===== src/rtl/biriscv_ras_ckpt.sv =====
// Return-address stack with speculative checkpoint/restore for the fetch-stage next-PC logic.
// Latency: every update is registered; pred_pc_o/pred_valid_o show an op or recovery one cycle later.
// Backpressure: no internal stall; an allocation while ckpt_full_o is high is dropped, so upstream must stall.
//
// Ports:
//   clk_i, rst_i                        clock, synchronous active-low reset
//   spec_push_i/spec_pop_i/spec_push_pc_i  fetch-time predicted call/return
//   spec_ckpt_i, spec_ckpt_id_o, ckpt_full_o  checkpoint allocation and its slot id
//   ckpt_release_i                      oldest checkpointed branch resolved correctly
//   recover_i, recover_ckpt_i           mispredict repair from a checkpoint slot
//   flush_i                             copy committed stack into speculative stack
//   commit_push_i/commit_pop_i/commit_push_pc_i  retired call/return
//   pred_pc_o, pred_valid_o             speculative top of stack and non-empty flag
module biriscv_ras_ckpt #(
  parameter int DEPTH    = 8,
  parameter int DEPTH_W  = 3,
  parameter int NUM_CKPT = 4,
  parameter int CKPT_W   = 2,
  parameter int ADDR_W   = 32
) (
  input  logic              clk_i,
  input  logic              rst_i,
  input  logic              spec_push_i,
  input  logic              spec_pop_i,
  input  logic [ADDR_W-1:0] spec_push_pc_i,
  input  logic              spec_ckpt_i,
  output logic [CKPT_W-1:0] spec_ckpt_id_o,
  output logic              ckpt_full_o,
  input  logic              ckpt_release_i,
  input  logic              recover_i,
  input  logic [CKPT_W-1:0] recover_ckpt_i,
  input  logic              flush_i,
  input  logic              commit_push_i,
  input  logic              commit_pop_i,
  input  logic [ADDR_W-1:0] commit_push_pc_i,
  output logic [ADDR_W-1:0] pred_pc_o,
  output logic              pred_valid_o
);

  localparam int CNT_W = DEPTH_W + 1;

  // Next {tos, count} for one stack given this cycle's push/pop.
  // A push always writes at the returned tos (for push+pop that is the old tos).
  function automatic logic [DEPTH_W+CNT_W-1:0] stk_next(
    input logic [DEPTH_W-1:0] tos,
    input logic [CNT_W-1:0]   cnt,
    input logic               push,
    input logic               pop
  );
    logic [DEPTH_W-1:0] t;
    logic [CNT_W-1:0]   c;
    t = tos;
    c = cnt;
    if (push && pop) begin
      c = (cnt == '0) ? CNT_W'(1) : cnt;
    end else if (push) begin
      t = tos + 1'b1;
      c = (cnt == CNT_W'(DEPTH)) ? cnt : cnt + 1'b1;  // overflow drops the oldest
    end else if (pop && cnt != '0) begin
      t = tos - 1'b1;
      c = cnt - 1'b1;
    end
    return {t, c};
  endfunction

  logic [ADDR_W-1:0]  spec_mem [DEPTH];
  logic [DEPTH_W-1:0] spec_tos;
  logic [CNT_W-1:0]   spec_cnt;
  logic [ADDR_W-1:0]  com_mem  [DEPTH];
  logic [DEPTH_W-1:0] com_tos;
  logic [CNT_W-1:0]   com_cnt;

  logic [DEPTH_W-1:0] ck_tos [NUM_CKPT];
  logic [CNT_W-1:0]   ck_cnt [NUM_CKPT];
  logic [ADDR_W-1:0]  ck_top [NUM_CKPT];
  logic [CKPT_W-1:0]  wr_ptr, rd_ptr;
  logic [CKPT_W:0]    ckpt_occ;

  logic               recover_eff, rel_eff, alloc_eff;
  logic [DEPTH_W-1:0] base_tos, sp_tos_n, com_tos_n;
  logic [CNT_W-1:0]   base_cnt, sp_cnt_n, com_cnt_n;
  logic [CKPT_W-1:0]  rd_n, wr_n, rec_diff;
  logic [CKPT_W:0]    occ_n;

  assign ckpt_full_o    = (ckpt_occ == (CKPT_W+1)'(NUM_CKPT));
  assign spec_ckpt_id_o = wr_ptr;
  assign pred_pc_o      = spec_mem[spec_tos];
  assign pred_valid_o   = (spec_cnt != '0);

  assign recover_eff = recover_i && !flush_i;
  assign rel_eff     = ckpt_release_i && (ckpt_occ != '0) && !flush_i;
  assign alloc_eff   = spec_ckpt_i && !ckpt_full_o && !flush_i && !recover_i;

  // On recovery the spec op of the same cycle lands on top of the restored state.
  assign base_tos = recover_eff ? ck_tos[recover_ckpt_i] : spec_tos;
  assign base_cnt = recover_eff ? ck_cnt[recover_ckpt_i] : spec_cnt;
  assign {sp_tos_n, sp_cnt_n}   = stk_next(base_tos, base_cnt, spec_push_i, spec_pop_i);
  assign {com_tos_n, com_cnt_n} = stk_next(com_tos, com_cnt, commit_push_i, commit_pop_i);

  // Release is applied before the recovery truncates the queue; occupancy is
  // the distance from the surviving oldest slot to the recovered slot.
  assign rd_n     = rd_ptr + CKPT_W'(rel_eff);
  assign rec_diff = recover_ckpt_i - rd_n;

  always_comb begin
    wr_n  = wr_ptr;
    occ_n = ckpt_occ;
    if (flush_i) begin
      wr_n  = '0;
      occ_n = '0;
    end else if (recover_eff) begin
      wr_n  = recover_ckpt_i;
      occ_n = {1'b0, rec_diff};
    end else begin
      wr_n = wr_ptr + CKPT_W'(alloc_eff);
      if (alloc_eff && !rel_eff)      occ_n = ckpt_occ + 1'b1;
      else if (!alloc_eff && rel_eff) occ_n = ckpt_occ - 1'b1;
    end
  end

  always_ff @(posedge clk_i) begin
    if (!rst_i) begin
      for (int i = 0; i < DEPTH; i++) begin
        spec_mem[i] <= '0;
        com_mem[i]  <= '0;
      end
      for (int i = 0; i < NUM_CKPT; i++) begin
        ck_tos[i] <= '0;
        ck_cnt[i] <= '0;
        ck_top[i] <= '0;
      end
      spec_tos <= '0;
      spec_cnt <= '0;
      com_tos  <= '0;
      com_cnt  <= '0;
      wr_ptr   <= '0;
      rd_ptr   <= '0;
      ckpt_occ <= '0;
    end else begin
      com_tos <= com_tos_n;
      com_cnt <= com_cnt_n;
      if (commit_push_i) com_mem[com_tos_n] <= commit_push_pc_i;

      if (flush_i) begin
        // Copy the committed stack as it stands after this cycle's commit op.
        for (int i = 0; i < DEPTH; i++)
          spec_mem[i] <= (commit_push_i && com_tos_n == DEPTH_W'(i)) ? commit_push_pc_i : com_mem[i];
        spec_tos <= com_tos_n;
        spec_cnt <= com_cnt_n;
      end else begin
        // Restore the saved top first (a push after a pop may have clobbered it);
        // a push in the same cycle then overrides it if it hits the same entry.
        if (recover_eff) spec_mem[ck_tos[recover_ckpt_i]] <= ck_top[recover_ckpt_i];
        if (spec_push_i) spec_mem[sp_tos_n] <= spec_push_pc_i;
        spec_tos <= sp_tos_n;
        spec_cnt <= sp_cnt_n;
      end

      // Snapshot is the state before this cycle's spec op.
      if (alloc_eff) begin
        ck_tos[wr_ptr] <= spec_tos;
        ck_cnt[wr_ptr] <= spec_cnt;
        ck_top[wr_ptr] <= spec_mem[spec_tos];
      end

      rd_ptr   <= flush_i ? '0 : rd_n;
      wr_ptr   <= wr_n;
      ckpt_occ <= occ_n;
    end
  end

endmodule

===== config.mk =====
export PLATFORM = sky130hd
export DESIGN_NAME = biriscv_ras_ckpt
export DESIGN_NICKNAME = d
export VERILOG_FILES = /design/src/rtl/biriscv_ras_ckpt.sv
export SDC_FILE = /design/constraint.sdc
export NUM_CORES = 1
export LEC_CHECK = 0
export CAP_MARGIN = 20
export CORE_MARGIN = 3
export CORE_UTILIZATION = 55
export CTS_CLUSTER_DIAMETER = 80
export DETAILED_ROUTE_END_ITERATION = 8
export PLACE_DENSITY = 0.73
export SYNTH_ARGS = -nofsm -noshare
export SYNTH_HDL_FRONTEND = slang
export SYNTH_SLANG_ARGS = --single-unit
export TNS_END_PERCENT = 5

===== constraint.sdc =====
create_clock -name clk_i -period 11.45 [get_ports clk_i]
set_input_delay 2.8625 -clock clk_i [delete_from_list [all_inputs] [get_ports clk_i]]
set_output_delay 2.8625 -clock clk_i [all_outputs]
set_load 0.005 [all_outputs]

==> impl_metrics.py <==
metrics = {
    "outcome": {
        "outcome": "finished with violations",
        "violations": "DRC",
    },
    "timing": {
        "min_period_ns": 7.74,
        "max_freq_mhz": 129,
        "setup_viol": 0,
        "slew_viol_final": 0,
        "fin_skew_ns": 0.0289,
        "rsz0062_at_grt": "false",
        "final.setup.worst_slack_ns": 3.71,
        "hold_viol_final": 0,
        "setup_tns_ns": 0,
        "fin_crit_sh": 0.676,
        "tightestPinTransition_ns": 1.16,
        "slew_headroom": 0.224,
    },
    "critical_path": {
        "reg2regPathDepth": 9,
        "crit_arrival_ns": 7.93,
        "ff2ff_setup_slack_ns": 6.30,
        "start_kind": "primary input",
        "r2r-start": "spec_tos[0]$_SDFF_PN0_",
        "setup.worst_path.end_class": "register",
        "crit_type": "in -> reg",
        "critPathBufInv": 3,
        "crit_family": "simple AND/OR/NAND/NOR gates",
        "timing.rr.end": "spec_mem[4][20]$_DFFE_PP_",
        "cp_slowest_stage_delay_ns": 1.03,
        "critPathMaxFanout": 33,
        "worstPathCellList": "clkdlybuf4s50_1 > nor2b_2 > mux2i_1 > ha_1 > inv_1 > a31oi_4 > mux2i_4 > nor3b_2 > buf_4 > or3_2",
        "cpMaxStageDelayCell": "or3_2",
        "crit_required_ns": 11.63,
    },
    "drt": {
        "avgViaCountPerCell": 7.10,
        "drtPass1Iterations": 9,
        "drt-initial-drc-count": 4551,
        "ant_nets": 0,
        "post-route-drc-count": 7,
        "avgRoutedWirePerCell_um": 31.9,
        "vias": 25400,
        "routed_wl_mm": 114,
    },
    "cells_and_area": {
        "nFillCells": 4673,
        "layout_commonest_cell": "edfxtp_1",
        "area_delta_synth_final_pct": 12.0,
        "final_cell_mix": "edfxtp_1 (668), mux2i_1 (304), and2_1 (277), nor2_1 (216), a222oi_1 (155)",
        "antenna_cells": 0,
        "regArea_um2": 20500,
        "fin_area_um2": 39700,
        "nNetsFinal": 2764,
        "drive_above_1_share": 0.142,
        "multi_input_comb_area_um2": 13700,
    },
    "floorplanning": {
        "start_util": 0.559,
        "die-height_um": 260,
        "rows": 92,
        "io_pins": 112,
        "dieArea_um2": 67500,
        "die_x_um": 260,
        "core_um2": 63400,
    },
    "worst_hold_path": {
        "min_path_type": "reg -> reg",
        "hold_start": "rd_ptr[1]$_SDFF_PP0_",
        "min_to": "rd_ptr[1]$_SDFF_PP0_",
        "holdPathStages": 2,
    },
    "global_route": {
        "grt_usage": 0.334,
        "overflow": 0,
        "first_global_vias": 25400,
        "antenna_found_initial": 1,
        "grt_max_degree": 65,
        "grt_pass1_wl_mm": 166,
    },
    "synthesis": {
        "ys_seq_area_frac": 0.578,
        "synthTopCellsByArea": "edfxtp_1 (57%), mux2i_1 (8.6%), mux4_2 (6.2%), and2_1 (4.9%), a222oi_1 (4.4%)",
        "syn_area_per_cell_um2": 13.3,
        "syn_area_um2": 35400,
        "async_flop_share": 0,
        "yosys.area.top_type": "edfxtp_1",
        "synth_ff_type": "edfxtp_1",
        "synth_top_cell_area_share": 0.566,
        "synth_seq_cells": 689,
        "yosysUniqueCellTypes": 73,
        "ys_warn_count": 0,
        "synth_nets": 2756,
        "netlist_instances": 2666,
        "synth_edf_count": 668,
    },
    "power": {
        "power_per_cell_area_nw_per_um2": 163,
        "p_total_mw": 6.46,
        "ir_drop_uv": 95.3,
        "p_leak_nw": 14.9,
    },
    "cts": {
        "cts-root-buf": "clkbuf_16",
        "cts_buffer_depth": 3,
        "cts.htree.levels": 3,
        "post_cts_resized": 0,
        "cts_tree": "done",
        "cts_buffers": 73,
        "cts_hold_buffers": 0,
        "post_cts_buffers": 0,
        "clock_sinks": 689,
        "path_clk_slew_ns": 0.06,
        "clock_latency_ns": 0.62,
    },
    "placed_design": {
        "place_ws_ns": 3.10,
        "place_area_um2": 37300,
        "port_buffers": 111,
        "post-dp-hpwl_mm": 64.0,
        "gp_congestion": 0.931,
    },
    "job": {
        "cap_violations": 0,
    },
}
[worst max-delay path by stage]
stage               slack (ns)           from  cells past startpoint                     endpoint
detailed placement        3.10        flush_i                     10    spec_mem[3][14]$_DFFE_PP_
floorplan                 4.40  commit_push_i                      7  com_mem[6][0]$_SDFFCE_PN0P_
global placement          3.26        flush_i                     11    spec_mem[3][13]$_DFFE_PP_
CTS                       3.75        flush_i                     10    spec_mem[3][13]$_DFFE_PP_
global route              3.54        flush_i                     10    spec_mem[5][20]$_DFFE_PP_
finish                    3.71        flush_i                     10    spec_mem[5][20]$_DFFE_PP_
[Yosys cell counts, types with 38 or more instances]
cell	n
o21ai_0	51
mux2i_1	305
edfxtp_1	668
a222oi_1	155
clkbuf_1	169
inv_1	110
nor2_1	234
and2_1	276
mux4_2	98
nand2_1	72
nor2b_1	39
o22ai_1	38
a21oi_1	47
[sequential cells by signal (all words and copies together), names as in the netlist]
signal          count
ckpt_occ            3
ck_tos             12
spec_ckpt_id_o      2
com_cnt             4
com_mem           256
ck_cnt             16
spec_tos            3
rd_ptr              2
com_tos             3
spec_mem          256
ck_top            128
spec_cnt            4
[report_power, final]
group	internal, mW	leakage, nW	switching [mW]
Combinational	0.377	6.45	0.643
Sequential	3.00	7.27	0.0816
Clock	1.35	1.14	1.01
[tightest hold or removal path: cells and delay by family, from the launching register on]
family | cells | cell delay (ns)
xor gates and xnor gates | 1 | 0.09
DFF | 1 | 0.32
and+or+nand+nor | 1 | 0.09
[layout make-up]
class,instances,area share
Sequential cell,689,0.516
Multi-Input combinational cell,1620,0.345
Clock buffer,89,0.0491
Timing Repair Buffer,180,0.0432
Tap cell,846,0.0267
Inverter,110,0.0104
Clock inverter,39,0.00933
[routing by layer]
metal / global-route usage / part of all wire
met1: 0.437 / 0.35
met2: 0.531 / 0.47
met3: 0.0775 / 0.13
met4: 0.159 / 0.051
met5: 0 / 0
[per-stage QoR]
step	utilization	instances	hold WS, ns
floorplan	-	2666	0.489
global placement	0.587	3437	0.504
detailed placement	0.587	3439	0.529
CTS	0.624	3567	0.543
global route	0.626	3573	0.576
finish	0.626	3573	0.539
[logic make-up (layout without fill, tap and decap cells)]
| logic type | after synthesis | after routing | synth area share |
|---|---|---|---|
| AO/OA/AOI/OAI | 432 | 432 | 0.0983 |
| XOR/XNOR | 13 | 13 | 0.00321 |
| adder cells (fa/ha/maj) | 14 | 14 | 0.00515 |
| buffers and inverters | 357 | 418 | 0.0442 |
| flip-flops | 689 | 689 | 0.578 |
| multiplexers | 447 | 447 | 0.166 |
| AND/OR/NAND/NOR | 714 | 714 | 0.106 |
Power figures use the tool's default switching activity.
